==> src/rtl/mem_wb_stage.sv <==
// MEM/WB pipeline stage: aligns load data, selects the write-back value,
// flags misaligned loads and counts retired instructions.
//
// Ports:
//   clk, rst_n     clock, async active-low reset
//   stall, flush   hold / kill stage contents (flush wins)
//   in*            instruction bundle from the memory stage
//   regWrite       register-file write enable
//   writeReg       register-file write address
//   writeData      register-file write data
//   wbValid        stage holds a live instruction
//   addrErr        held instruction was a misaligned load
//   retired        retired-instruction counter (wraps)
module mem_wb_stage (
    input  logic        clk,
    input  logic        rst_n,
    input  logic        stall,
    input  logic        flush,
    input  logic        inValid,
    input  logic        inRegWrite,
    input  logic        inMemToReg,
    input  logic [2:0]  inLoadType,
    input  logic [1:0]  inAddrLow,
    input  logic [31:0] inAluResult,
    input  logic [31:0] inMemData,
    input  logic [4:0]  inWriteReg,
    output logic        regWrite,
    output logic [4:0]  writeReg,
    output logic [31:0] writeData,
    output logic        wbValid,
    output logic        addrErr,
    output logic [31:0] retired
);

    typedef enum logic [2:0] {
        LT_LW  = 3'd0,
        LT_LH  = 3'd1,
        LT_LHU = 3'd2,
        LT_LB  = 3'd3,
        LT_LBU = 3'd4
    } load_e;

    logic        is_lw;
    logic        is_lh;
    logic        is_lhu;
    logic        is_lb;
    logic        is_lbu;
    logic [7:0]  byte_lane;
    logic [15:0] half_lane;
    logic [31:0] load_val;
    logic [31:0] sel_result;
    logic        misaligned;
    logic        capture;
    logic        retire;

    logic        reg_write_d;
    logic        reg_write_q;
    logic [4:0]  write_reg_d;
    logic [4:0]  write_reg_q;
    logic [31:0] write_data_d;
    logic [31:0] write_data_q;
    logic        wb_valid_d;
    logic        wb_valid_q;
    logic        addr_err_d;
    logic        addr_err_q;
    logic [31:0] retired_d;
    logic [31:0] retired_q;

    // Load-type decode; unused encodings 5-7 behave as LW.
    always_comb begin
        is_lw  = 1'b0;
        is_lh  = 1'b0;
        is_lhu = 1'b0;
        is_lb  = 1'b0;
        is_lbu = 1'b0;
        case (inLoadType)
            LT_LH:   is_lh  = 1'b1;
            LT_LHU:  is_lhu = 1'b1;
            LT_LB:   is_lb  = 1'b1;
            LT_LBU:  is_lbu = 1'b1;
            default: is_lw  = 1'b1;
        endcase
    end

    // Little-endian lane extraction from the aligned memory word.
    always_comb begin
        byte_lane = inMemData[7:0];
        unique case (inAddrLow)
            2'd0: byte_lane = inMemData[7:0];
            2'd1: byte_lane = inMemData[15:8];
            2'd2: byte_lane = inMemData[23:16];
            2'd3: byte_lane = inMemData[31:24];
        endcase
        half_lane = inAddrLow[1] ? inMemData[31:16]
                                 : inMemData[15:0];
    end

    always_comb begin
        load_val = inMemData;
        if (is_lb) begin
            load_val = {{24{byte_lane[7]}}, byte_lane};
        end else if (is_lbu) begin
            load_val = {24'd0, byte_lane};
        end else if (is_lh) begin
            load_val = {{16{half_lane[15]}}, half_lane};
        end else if (is_lhu) begin
            load_val = {16'd0, half_lane};
        end
        sel_result = inMemToReg ? load_val : inAluResult;
    end

    // Byte loads can never be misaligned; bubbles never raise the flag.
    always_comb begin
        misaligned = inMemToReg & inValid &
                     ((is_lw & (inAddrLow != 2'd0)) |
                      ((is_lh | is_lhu) & inAddrLow[0]));
        capture    = ~flush & ~stall;
        retire     = capture & inValid & ~misaligned;
    end

    // Flush beats stall; a stall holds every register, counter included.
    always_comb begin
        reg_write_d  = reg_write_q;
        write_reg_d  = write_reg_q;
        write_data_d = write_data_q;
        wb_valid_d   = wb_valid_q;
        addr_err_d   = addr_err_q;
        retired_d    = retired_q;
        if (flush) begin
            reg_write_d = 1'b0;
            wb_valid_d  = 1'b0;
            addr_err_d  = 1'b0;
        end else if (capture) begin
            wb_valid_d   = inValid;
            write_reg_d  = inWriteReg;
            write_data_d = sel_result;
            addr_err_d   = misaligned;
            reg_write_d  = inValid & inRegWrite &
                           (inWriteReg != 5'd0) & ~misaligned;
        end
        if (retire) begin
            retired_d = retired_q + 32'd1;
        end
    end

    always_ff @(posedge clk or negedge rst_n) begin
        if (!rst_n) begin
            reg_write_q  <= 1'b0;
            write_reg_q  <= 5'd0;
            write_data_q <= 32'd0;
            wb_valid_q   <= 1'b0;
            addr_err_q   <= 1'b0;
            retired_q    <= 32'd0;
        end else begin
            reg_write_q  <= reg_write_d;
            write_reg_q  <= write_reg_d;
            write_data_q <= write_data_d;
            wb_valid_q   <= wb_valid_d;
            addr_err_q   <= addr_err_d;
            retired_q    <= retired_d;
        end
    end

    assign regWrite  = reg_write_q;
    assign writeReg  = write_reg_q;
    assign writeData = write_data_q;
    assign wbValid   = wb_valid_q;
    assign addrErr   = addr_err_q;
    assign retired   = retired_q;

endmodule

==> config.mk <==
export PLATFORM = sky130hd
export DESIGN_NAME = mem_wb_stage
export DESIGN_NICKNAME = d
export VERILOG_FILES = /design/src/rtl/mem_wb_stage.sv
export SDC_FILE = /design/constraint.sdc
export NUM_CORES = 1
export LEC_CHECK = 0
export CORE_UTILIZATION = 45
export CTS_CLUSTER_DIAMETER = 150
export DETAILED_ROUTE_END_ITERATION = 8
export GPL_TIMING_DRIVEN = 0
export PLACE_DENSITY = 0.79
export SLEW_MARGIN = 30
export SYNTH_ARGS = -nofsm -noshare
export SYNTH_HDL_FRONTEND = slang
export SYNTH_SLANG_ARGS = --single-unit
==> constraint.sdc <==
create_clock -name clk -period 2.2 [get_ports clk]
set_input_delay 0.33 -clock clk [delete_from_list [all_inputs] [get_ports clk]]
set_output_delay 0.33 -clock clk [all_outputs]
set_load 0.03 [all_outputs]
======== Word level (Yosys, flattened, before mapping) ========
Cells that the tools add are included.
storage, ports and cells
  input port bits ......................... 81
  logic and storage cells ................. 53
  register bits ........................... 72
cells by class
  bitwise operators ....................... 15
  equality and inequality tests ........... 7
  $add $sub $neg .......................... 1
  reductions and logical operators ........ 6
  mux-type cells .......................... 18
operators by type and width
  kind                     count
  $mux W32                 5
  $add A32 B1 Y32 const B  1
  $pmux W8 S4              1
  $mux W16                 1
  $mux W1                  11
  $and A1 B1 Y1            10
  $eq A3 B2 Y1 const B     2
  $reduce_bool A5 Y1       1
  $eq A2 B2 Y1 const B     2
  $reduce_bool A2 Y1       2
  $reduce_or A4 Y1         1
  $eq A3 B1 Y1 const B     1
  $eq A3 B3 Y1 const B     1
  $not A1 Y1               3
  $eq A2 B1 Y1 const B     1
  $logic_not A2 Y1         1
  $or A1 B1 Y1             2
  $reduce_and A2 Y1        1

======== Logic depth before layout (Yosys ltp) ========
Gate-level depths: netlist (run 1).
  word-level depth ........................ 10
  gate-level depth with buffers ........... 8
  gate-level depth less buffers ........... 6

======== Worst setup path before layout (run 1) ========
No wires, ideal clock.
  path type ............................... register -> register
  from .................................... register retired_q[13] (netlist: retired[13])
  to ...................................... register retired_q[31] (netlist: retired[31])
  setup slack ............................. 0.356 ns
  setup time .............................. 0.080 ns
  required time ........................... 2.120 ns
  cell stages (with the launch flop) ...... 7
  arrival ................................. 1.764 ns
  path through ............................ dfrtp_1 nand3_1 nor3_1 nand4_1 buf_2 nor4_2 xor2_1
on the way
  cells in the longest elaborated chain, start to end .. 1
RTL lines
  item                    line  RTL
  from (decl)             67    logic [31:0] retired_q;
  from (signal assigned)  160   retired_q <= retired_d;
  $add A32 B1 Y32         142   retired_d = retired_q + 32'd1;
No other way between the ends.
A chain may end at the register's enable or synchronous reset.

======== Worst setup path in the final report (run 1) ========
  from .................................... input stall
  to ...................................... register write_data_q[15] (netlist: writeData[15])
on the way
  cells in the longest elaborated chain, start to end .. 3
RTL lines
  item                         line  RTL
  from (decl)                  17    input logic stall,
  $not A1 Y1                   117   capture = ~flush & ~stall;
  $and A1 B1 Y1                117
  $reduce_and A2 Y1 (no line)  -
  to (signal assigned)         157   write_data_q <= write_data_d;
  to (decl)                    61    logic [31:0] write_data_q;
No other way between the ends.

==> flow_metrics.tcl, run 1 <==
set metrics [dict create \
    status "finished, final reports clean" \
    crit_fanout 19 \
    async_flop_share_pct 100.0 \
    crit_slowest_cell "clkdlybuf4s50_1" \
    hold_path_class "in2async" \
    grt_overflow 0 \
    antenna_found_initial 0 \
    synth-main-ff-cell "dfrtp_1" \
    cp_data_arrival_time_ns 2.32 \
    synth_area_leader_cell "dfrtp_1" \
    slew_headroom_pct 55.25 \
    drt_iter0_markers 116 \
    timing.setup.tns_ns 0 \
    syn_avg_cell_area_sq_um 9.375 \
    synth_mux_area_share_pct 5.418 \
    die_area_sq_um 9469 \
    crit_buf_inv 3 \
    yosysSeqAreaShare_pct 44.08 \
    crit_type "in2reg" \
    r2r_start "retired[13]" \
    cp_top_family "buffers and inverters" \
    yosysWarnings 0 \
    avgRoutedWirePerCell_microns 16.99 \
    row_count 34 \
    area_growth_pct 44.66 \
    synth-edff-count 0 \
    worst_ep_required_time_ns 2.49 \
    ys_types 42 \
    final_antenna_net_count 0 \
    vias 3973 \
    synthAdderAreaFrac_pct 0.3061 \
    p_per_area_nw_per_um2 630.7 \
    stdcell_area_sq_um 5913 \
    drtPass1Iterations 5 \
    cts.clk_slew.worst_paths_ns 0.08 \
    ff2ff_setup_slack_ns 0.31 \
    final_common_cell "clkdlybuf4s50_1" \
    postCtsSetupRepairBufs 0 \
    grt_max_degree 44 \
    synth_top_area_share_pct 44.08 \
    peakVddDrop_v 0.0003383 \
    drv_slew 0 \
    min_period_over_period_pct 92.26 \
    fin_skew_ns 0.008742 \
    die_h_microns 97.31 \
    grt_setup_unrepaired "false" \
    finalHoldViolations 0 \
    cts_tree "yes" \
    clk-insertion-delay-late_ns 0.35 \
    cts_sinks 72 \
    synth_seq_cells 72 \
    io_pins 153 \
    synthXorXnorAreaFrac_pct 7.285 \
    coreArea_sq_um 8763 \
    placed_cells 694 \
    die_w_microns 97.31 \
    syn_nets 518 \
    fmax_mhz 492.7 \
    synth.area.top_cells "dfrtp_1 44%, o21ai_0 7.0%, nand2_1 5.1%" \
    wl_microns 12040 \
    reg2reg_to "retired[31]" \
    synth-simple-area-share_pct 19.16 \
    power.static_leakage_nw 2.472 \
    min_period_ns 2.030 \
    worst_pin_slew_ns 0.6667 \
    holdWs_ns 0.4540 \
    numCtsBuffers 9 \
    grt_pass1_vias 3963 \
    slowest_delay_ns 0.53 \
    antenna_cells 0 \
    crit_path_cell_trace "clkdlybuf4s50_1 > nor2_1 > clkbuf_1 > clkbuf_2 > o21ai_0 > a21oi_1 > a21o_1" \
    layout-drive-gt1-share_pct 9.151 \
    syn_area_sq_um 4088 \
    vias_per_cell 5.604 \
    endpoint_kind "flop" \
    grt_pass1_wl_microns 19660 \
    reg2regPathDepth 6 \
    start_util_pct 46.64 \
    io_buffers 149 \
    synth_top_family_by_area "compound AO/OA/AOI/OAI gates" \
    instances_no_fill 709 \
    gp_congestion 0.9072 \
    synth_compound_area_share_pct 19.80 \
    gr-usage-all-layers_pct 26.10 \
    drc 0 \
    setup_viol 0 \
    cts-root-buf "clkbuf_8" \
    htree_levels 3 \
    max_cap_viol_count 0 \
    syn_inst 436 \
    crit_path_start_kind "input pin" \
    mostFrequentLayoutCells "148 x clkdlybuf4s50_1, 72 x dfrtp_1, 57 x o21ai_0" \
    clk_path_buf_depth 2 \
    layout.nets 679 \
    hpwl_microns 9467 \
    dpl_cell_area_sq_um 5732 \
]
-- where the power goes --
group          switching [mW]  internal [mW]
sequential              0.105           1.47
combinational           0.657          0.546
clock                   0.523          0.434
-- cells in the mapped netlist, drive strengths merged, types with 12 or more instances --
master / instances
a21oi: 27
clkbuf: 19
dfrtp: 72
nand2: 55
nand2b: 12
nand3: 21
nor2: 19
nor3: 16
o21ai: 59
xnor2: 14
xor2: 20
-- repair_timing --
action,CTS,global route
hold buffers,1,0
endpoints found under the setup margin,10,10
resized for setup,1,1
hold endpoints to repair,29,0
-- cell families (layout without fill, tap and decap cells) --
| kind of cell | Yosys count | after routing |
|---|---|---|
| simple gates | 149 | 149 |
| compound gates | 132 | 132 |
| flops | 72 | 72 |
| buf+inv | 35 | 200 |
| xor+xnor | 34 | 34 |
| mux | 13 | 13 |
| fa+ha+maj | 1 | 1 |
-- state kept, by name (all words and copies together) (netlist names) --
signal and cells:
retired 32, writeData 32, wbValid 1, writeReg 5
addrErr 1, regWrite 1
-- final cells by class --
| cell class | instances | area [sq um] |
|---|---|---|
| Fill cell | 739 | 2850 |
| Multi-Input combinational cell | 329 | 2128 |
| Sequential cell | 72 | 1802 |
| Timing Repair Buffer | 151 | 1519 |
| Clock buffer | 10 | 137.6 |
| Buffer | 28 | 136.4 |
| Tap cell | 108 | 135.1 |
| Clock inverter | 5 | 32.53 |
| Inverter | 6 | 22.52 |
-- metal layers --
| layer | wire [microns] | vias up | GRT usage (%) |
|---|---|---|---|
| li1 | - | 1884 | - |
| met1 | 5055 | 1890 | 32.70 |
| met4 | 249 | 0 | 9.276 |
| met5 | 0 | - | 0 |
| met3 | 958 | 23 | 6.331 |
| met2 | 5779 | 176 | 44.04 |
-- how the worst max path moves through the flow --
stage                start       endpoint  cells after the start
6_report             stall  writeData[15]                      7
4_1_cts              stall   writeData[3]                      6
3_3_place_gp         rst_n   writeData[8]                      1
3_5_place_dp         stall   writeData[6]                      6
2_1_floorplan  retired[13]    retired[31]                      6
5_1_grt              stall  writeData[15]                      7
-- metrics by stage --
stage          worst slack, ns  power (mW)  util [%]
2_1_floorplan           0.3561       2.207         -
3_5_place_dp           -0.4708       2.796     65.41
4_1_cts                0.05452       3.748     67.48
5_1_grt                0.01851       3.902     67.48
3_3_place_gp            -1.647       2.769     65.21
6_report                0.1704       3.730     67.48
-- worst register-to-register path: cells and delay by family, from the launching register on --
kind          cells  cell delay [ns]
simple gates      4             0.95
buf+inv           1             0.27
xor+xnor          1             0.17
flops             1             0.43
Note: power is estimated with default switching activity, not from simulation.
==> run 2: changes to the inputs <==
--- a/config.mk
+++ b/config.mk
@@ -5,6 +5,7 @@
 export SDC_FILE = /design/constraint.sdc
 export NUM_CORES = 1
 export LEC_CHECK = 0
+export CAP_MARGIN = 40
 export CORE_UTILIZATION = 45
 export CTS_CLUSTER_DIAMETER = 150
 export DETAILED_ROUTE_END_ITERATION = 8
==> run 2 against run 1 <==
  * Die area unchanged
  * Combinational power is essentially flat
  * Clock power barely moved
  * Sequential cell count stayed put
  * Final cell count stayed put
  * Global-route usage unchanged
  * Highest routed layer unchanged
==> flow_metrics.tcl, run 2 (synthesized netlist as in run 1, its figures left out) <==
set metrics [dict create \
    status "finished, final reports clean" \
    min_period_over_period_pct 92.26 \
    drtPass1Iterations 5 \
    reg2reg_to "retired[31]" \
    drv_slew 0 \
    antenna_cells 0 \
    die_area_sq_um 9469 \
    layout.nets 679 \
    cts-root-buf "clkbuf_8" \
    holdWs_ns 0.4540 \
    numCtsBuffers 9 \
    dpl_cell_area_sq_um 5732 \
    p_per_area_nw_per_um2 630.7 \
    layout-drive-gt1-share_pct 9.151 \
    vias_per_cell 5.604 \
    coreArea_sq_um 8763 \
    gr-usage-all-layers_pct 26.10 \
    clk-insertion-delay-late_ns 0.35 \
    vias 3973 \
    nFillCells 739 \
    peakVddDrop_v 0.0003383 \
    endpoint_kind "flop" \
    start_util_pct 46.64 \
    hold_path_class "in2async" \
    mostFrequentLayoutCells "148 x clkdlybuf4s50_1, 72 x dfrtp_1, 57 x o21ai_0" \
    drc 0 \
    final_antenna_net_count 0 \
    min_period_ns 2.030 \
    hpwl_microns 9467 \
    cts_sinks 72 \
    die_w_microns 97.31 \
    placed_cells 694 \
    avgRoutedWirePerCell_microns 16.99 \
    cts.clk_slew.worst_paths_ns 0.08 \
    worst_pin_slew_ns 0.6667 \
    cts_tree "yes" \
    worst_ep_required_time_ns 2.49 \
    cp_data_arrival_time_ns 2.32 \
    stdcell_area_sq_um 5913 \
    io_pins 153 \
    htree_levels 3 \
    ff2ff_setup_slack_ns 0.31 \
    instances_no_fill 709 \
    row_count 34 \
    crit_fanout 19 \
    slowest_delay_ns 0.53 \
    crit_path_cell_trace "clkdlybuf4s50_1 > nor2_1 > clkbuf_1 > clkbuf_2 > o21ai_0 > a21oi_1 > a21o_1" \
    r2r_start "retired[13]" \
    die_h_microns 97.31 \
    slew_headroom_pct 55.25 \
    finalHoldViolations 0 \
    area_growth_pct 44.66 \
    reg2regPathDepth 6 \
    io_buffers 149 \
    grt_pass1_vias 3963 \
    power.static_leakage_nw 2.472 \
    crit_type "in2reg" \
    wl_microns 12040 \
    grt_pass1_wl_microns 19660 \
    grt_overflow 0 \
    setup_viol 0 \
    clk_path_buf_depth 2 \
    timing.setup.tns_ns 0 \
    crit_path_start_kind "input pin" \
    grt_setup_unrepaired "false" \
    fin_skew_ns 0.008742 \
    crit_slowest_cell "clkdlybuf4s50_1" \
    grt_max_degree 44 \
    drt_iter0_markers 116 \
    gp_congestion 0.9072 \
    fmax_mhz 492.7 \
    final_common_cell "clkdlybuf4s50_1" \
    antenna_found_initial 0 \
    max_cap_viol_count 0 \
]
==> run 2: cell counts in the layout (fill, tap and decap cells not counted) <==
Identical to the previous run, type by type.
==> run 2: how the worst max path moves through the flow <==
stage                      startpoint            end  slack [ns]  depth (start not counted)
after floorplan           retired[13]    retired[31]        0.36                          6
after global placement          rst_n   writeData[8]       -1.65                          1
after detailed placement        stall   writeData[6]       -0.47                          6
after CTS                       stall   writeData[3]        0.05                          6
after global routing            stall  writeData[15]        0.02                          7
final                           stall  writeData[15]        0.17                          7
==> run 2: metrics by stage <==
step                      util, %  total power, mW  setup slack, ns
after floorplan                 -            2.207           0.3561
after global placement      65.21            2.769           -1.647
after detailed placement    65.41            2.796          -0.4708
after CTS                   67.48            3.748          0.05452
after global routing        67.48            3.902          0.01851
final                       67.48            3.730           0.1704
==> run 2: area by class of cell <==
class / instances / area [sq um] / area share (%)
plain buffers: 28 / 136.4 / 2.306
clock buffers: 10 / 137.6 / 2.328
multi-input cells: 329 / 2128 / 35.99
repair buffers: 151 / 1519 / 25.69
inverters: 6 / 22.52 / 0.3809
flip-flops and latches: 72 / 1802 / 30.47
well taps: 108 / 135.1 / 2.285
clock inverters: 5 / 32.53 / 0.5501
==> run 2: power by group <==
| part | switching [mW] | internal (mW) | leakage [nW] |
|---|---|---|---|
| Combinational | 0.657 | 0.546 | 1.48 |
| Sequential | 0.105 | 1.47 | 0.896 |
| Clock | 0.523 | 0.434 | 0.0923 |
==> run 2: critical path, delay by kind of cell <==
| family | cells | cell delay (ns) |
|---|---|---|
| buf+inv | 3 | 1.38 |
| compound gates | 3 | 0.43 |
| simple gates | 1 | 0.16 |
==> run 2: routing by layer <==
metal  vias up  GRT usage (%)  part of all wire (%)
met4         0          9.276                   2.1
met1      1890          32.70                    42
met5         -              0                     0
met2       176          44.04                    48
li1       1884              -                     -
met3        23          6.331                   8.0
==> run 2: timing repair <==
| action | CTS | global route |
|---|---|---|
| setup buffers | 0 | 0 |
| endpoints found under the setup margin | 10 | 10 |
| hold buffers | 1 | 0 |
| endpoints found under the hold margin | 29 | 0 |
| gates resized for setup | 1 | 1 |
==> run 3: changes to the inputs <==
--- a/config.mk
+++ b/config.mk
@@ -11,7 +11,7 @@
 export DETAILED_ROUTE_END_ITERATION = 8
 export GPL_TIMING_DRIVEN = 0
 export PLACE_DENSITY = 0.79
-export SLEW_MARGIN = 30
+export SLEW_MARGIN = 20
 export SYNTH_ARGS = -nofsm -noshare
 export SYNTH_HDL_FRONTEND = slang
 export SYNTH_SLANG_ARGS = --single-unit
==> results of run 3 <==
No change in the layout: final DEF, timing and power equal those of run 2.
==> patch, RTL diff (config.mk and constraints of run 3) <==
`write_data_q` no longer has a reset.
--- a/src/rtl/mem_wb_stage.sv
+++ b/src/rtl/mem_wb_stage.sv
@@ -147,18 +147,20 @@
         if (!rst_n) begin
             reg_write_q  <= 1'b0;
             write_reg_q  <= 5'd0;
-            write_data_q <= 32'd0;
             wb_valid_q   <= 1'b0;
             addr_err_q   <= 1'b0;
             retired_q    <= 32'd0;
         end else begin
             reg_write_q  <= reg_write_d;
             write_reg_q  <= write_reg_d;
-            write_data_q <= write_data_d;
             wb_valid_q   <= wb_valid_d;
             addr_err_q   <= addr_err_d;
             retired_q    <= retired_d;
         end
+    end
+
+    always_ff @(posedge clk) begin
+        write_data_q <= write_data_d;
     end
 
     assign regWrite  = reg_write_q;
Formal check against the unedited RTL: not equivalent (Yosys sat finds a counterexample within 4 cycles, from zero or initial values and one cycle with rst_n low).
==> patch against run 3 <==
  * Sequential share of layout area up 1.5 points
  * Setup slack got worse by 0.094 ns
  * Die area rose by 2.7%
  * Synthesized area rose by 2.8%
  * Cell count decreased by 3.8%
  * Register-to-register slack got worse by 0.16 ns
  * Sequential cell count did not move
  * Design area rose by 3.9%
  * Core utilization increased by 1.6 points
  * Routed wire length grew 6.9%
  * Combinational power decreased by 5%
  * Clock skew about the same
  * Global-route usage rose by 0.92 points
  * Total power is essentially flat
  * Critical endpoint is now retired[9]
  * Largest cell class unchanged
==> patch: results (changes against run 3) <==
stage	metric	value	unit	change
pwr	power_frac_comb	30.6	%	was 32.2%
final_layout	layout.comb_gates.multi_input	291		was 329
critical_path	cp-startpoint	inLoadType[1]		was stall
synth	synth_cell_types	48		was 42
pwr	p_int	2.48	mW	was 2.45 mW
placement	gp_congestion	0.923		was 0.907
synth	synth_edf_count	32		was 0
global_route	grt_max_degree	34		was 44
synth	synth.avg_cell_area	10.4	sq um	was 9.38 sq um
route	viasPerCell	5.98		was 5.60
critical_path	cp_slowest_cell	a2111oi_4		was clkdlybuf4s50_1
pwr	clkPwrFrac	25.4	%	was 25.7%
critical_path	crit_end	retired[9]		was writeData[15]
synth	synth_top_cells_by_count	o21ai_0 (49), dfrtp_1 (40), edfxtp_1 (32), xor2_1 (31), nand2_1 (30)		was dfrtp_1 (72), o21ai_0 (57), nand2_1 (55), a21oi_1 (26), nand3_1 (21)
final_layout	clock_area_share	2.77	%	was 2.88%
final_layout	inv_count	11		was 6
placement	dp_slack	-0.667	ns	was -0.471 ns
final_layout	multi_input_area_share	34.7	%	was 36.0%
critical_path	reg2reg_setup_slack	0.15	ns	was 0.31 ns
final_layout	layout.nonclk_buf_share	27.7	%	was 28.0%
critical_path	arrival	2.34	ns	was 2.32 ns
clocking	clock_latency	0.35	ns	about the same
pwr	p_total	3.73	mW	about the same
pwr	ir_drop	379	uV	was 338 uV
synth	synthArstFlopShare	55.6	%	was 100%
global_route	grt_use_met1	31.9	%	was 32.7%
final_layout	nets	651		was 679
final_layout	fill_cells	709		was 739
final_layout	multi_input_area	2130	sq um	about the same
synth	postSynthNetCount	487		was 518
global_route	grtUsageTotal	27.0	%	was 26.1%
route	routed_wl	12900	um	was 12,000 um
critical_path	cp_slowest_stage_delay	0.47	ns	was 0.53 ns
clocking	htreeDepth	3		unchanged
timing	skew	0.00827	ns	was 0.00874 ns
run_status	status	completed		unchanged
global_route	grt.met3_usage	7.80	%	was 6.33%
placement	post-dp-hpwl	9910	um	was 9470 um
synth	synth-seq-area-share	46.7	%	was 44.1%
final_layout	layout-drive-gt1-share	11.7	%	was 9.15%
synth	ys_top_cells_by_area	dfrtp_1 (24%), edfxtp_1 (23%), xor2_1 (6.5%)		was dfrtp_1 (44%), o21ai_0 (7.0%), nand2_1 (5.1%)
route	wl_per_cell	18.9	um	was 17.0 um
critical_path	r2r_start	retired[0]		was retired[13]
global_route	globalRouteMet2Util	45.1	%	was 44.0%
placement	place_area	5880	sq um	was 5730 sq um
floorplanning	floorplan.die_area	9720	sq um	was 9470 sq um
global_route	grt_pass1_wl	20400	um	was 19,700 um
critical_path	crit_fanout	10		was 19
global_route	grt_pass1_vias	4124		was 3,963
timing	max_freq	471	MHz	was 493 MHz
worst_hold_path	hp-class	in -> reg		was in -> async
placement	dp.cells	664		was 694
critical_path	r2r_end	retired[28]		was retired[31]
final_layout	buffers_excl_clock	184		was 179
timing	slew_headroom	62.9	%	was 55.3%
route	dr.first_iter.drc_count	282		was 116
final_layout	seq_share	31.9	%	was 30.5%
==> patch: cell types whose count changed after synthesis, sizes merged, moves of 9 or more <==
| cell | before | now |
|---|---|---|
| a21oi | 27 | 9 |
| nand2 | 55 | 30 |
| dfrtp | 72 | 40 |
| nand2b | 12 | 3 |
| nor2 | 19 | 9 |
| o21a | 10 | 1 |
| nor4 | 4 | 15 |
| o22a | 0 | 24 |
| o211ai | 10 | 1 |
| a211oi | 0 | 16 |
| xnor2 | 14 | 2 |
| edfxtp | 0 | 32 |
| o21ai | 59 | 50 |
| xor2 | 20 | 31 |
==> patch: cells by family after synthesis <==
| family | Yosys count | synth area share, % |
|---|---|---|
| adders and majority gates | 1 | 0.298 |
| muxes | 18 | 6.61 |
| xor gates and xnor gates | 33 | 6.88 |
| buffers and inverters | 42 | 4.23 |
| and+or+nand+nor | 118 | 16.2 |
| AOI/OAI and AO/OA | 121 | 19.1 |
| DFF | 72 | 46.7 |
==> patch: worst min-delay path by stage <==
| stage | startpoint | end | slack, ns | cells after the start |
|---|---|---|---|---|
| global placement | retired[31] | retired[31] | 0.46 | 1 |
| detailed placement | rst_n | retired[26] | 0.19 | 1 |
| floorplan | rst_n | addrErr | 0.03 | 0 |
| finish | inValid | wbValid | 0.36 | 3 |
| global route | rst_n | retired[26] | 0.39 | 2 |
| CTS | rst_n | retired[26] | 0.35 | 2 |
==> patch: repair_timing <==
item / 4_1_cts / 5_1_grt
setup buffers: 0 / 1
gates resized for setup: 9 / 20
pin swaps: 0 / 1
setup endpoints to repair: 50 / 50
hold endpoints to repair: 7 / 0
hold buffers: 1 / 0
==> patch: layer usage <==
metal	vias to the layer above	share of wire (%)
li1	1866	-
met1	1943	39
met2	224	48
met3	45	9.5
met4	0	3.7
met5	-	0
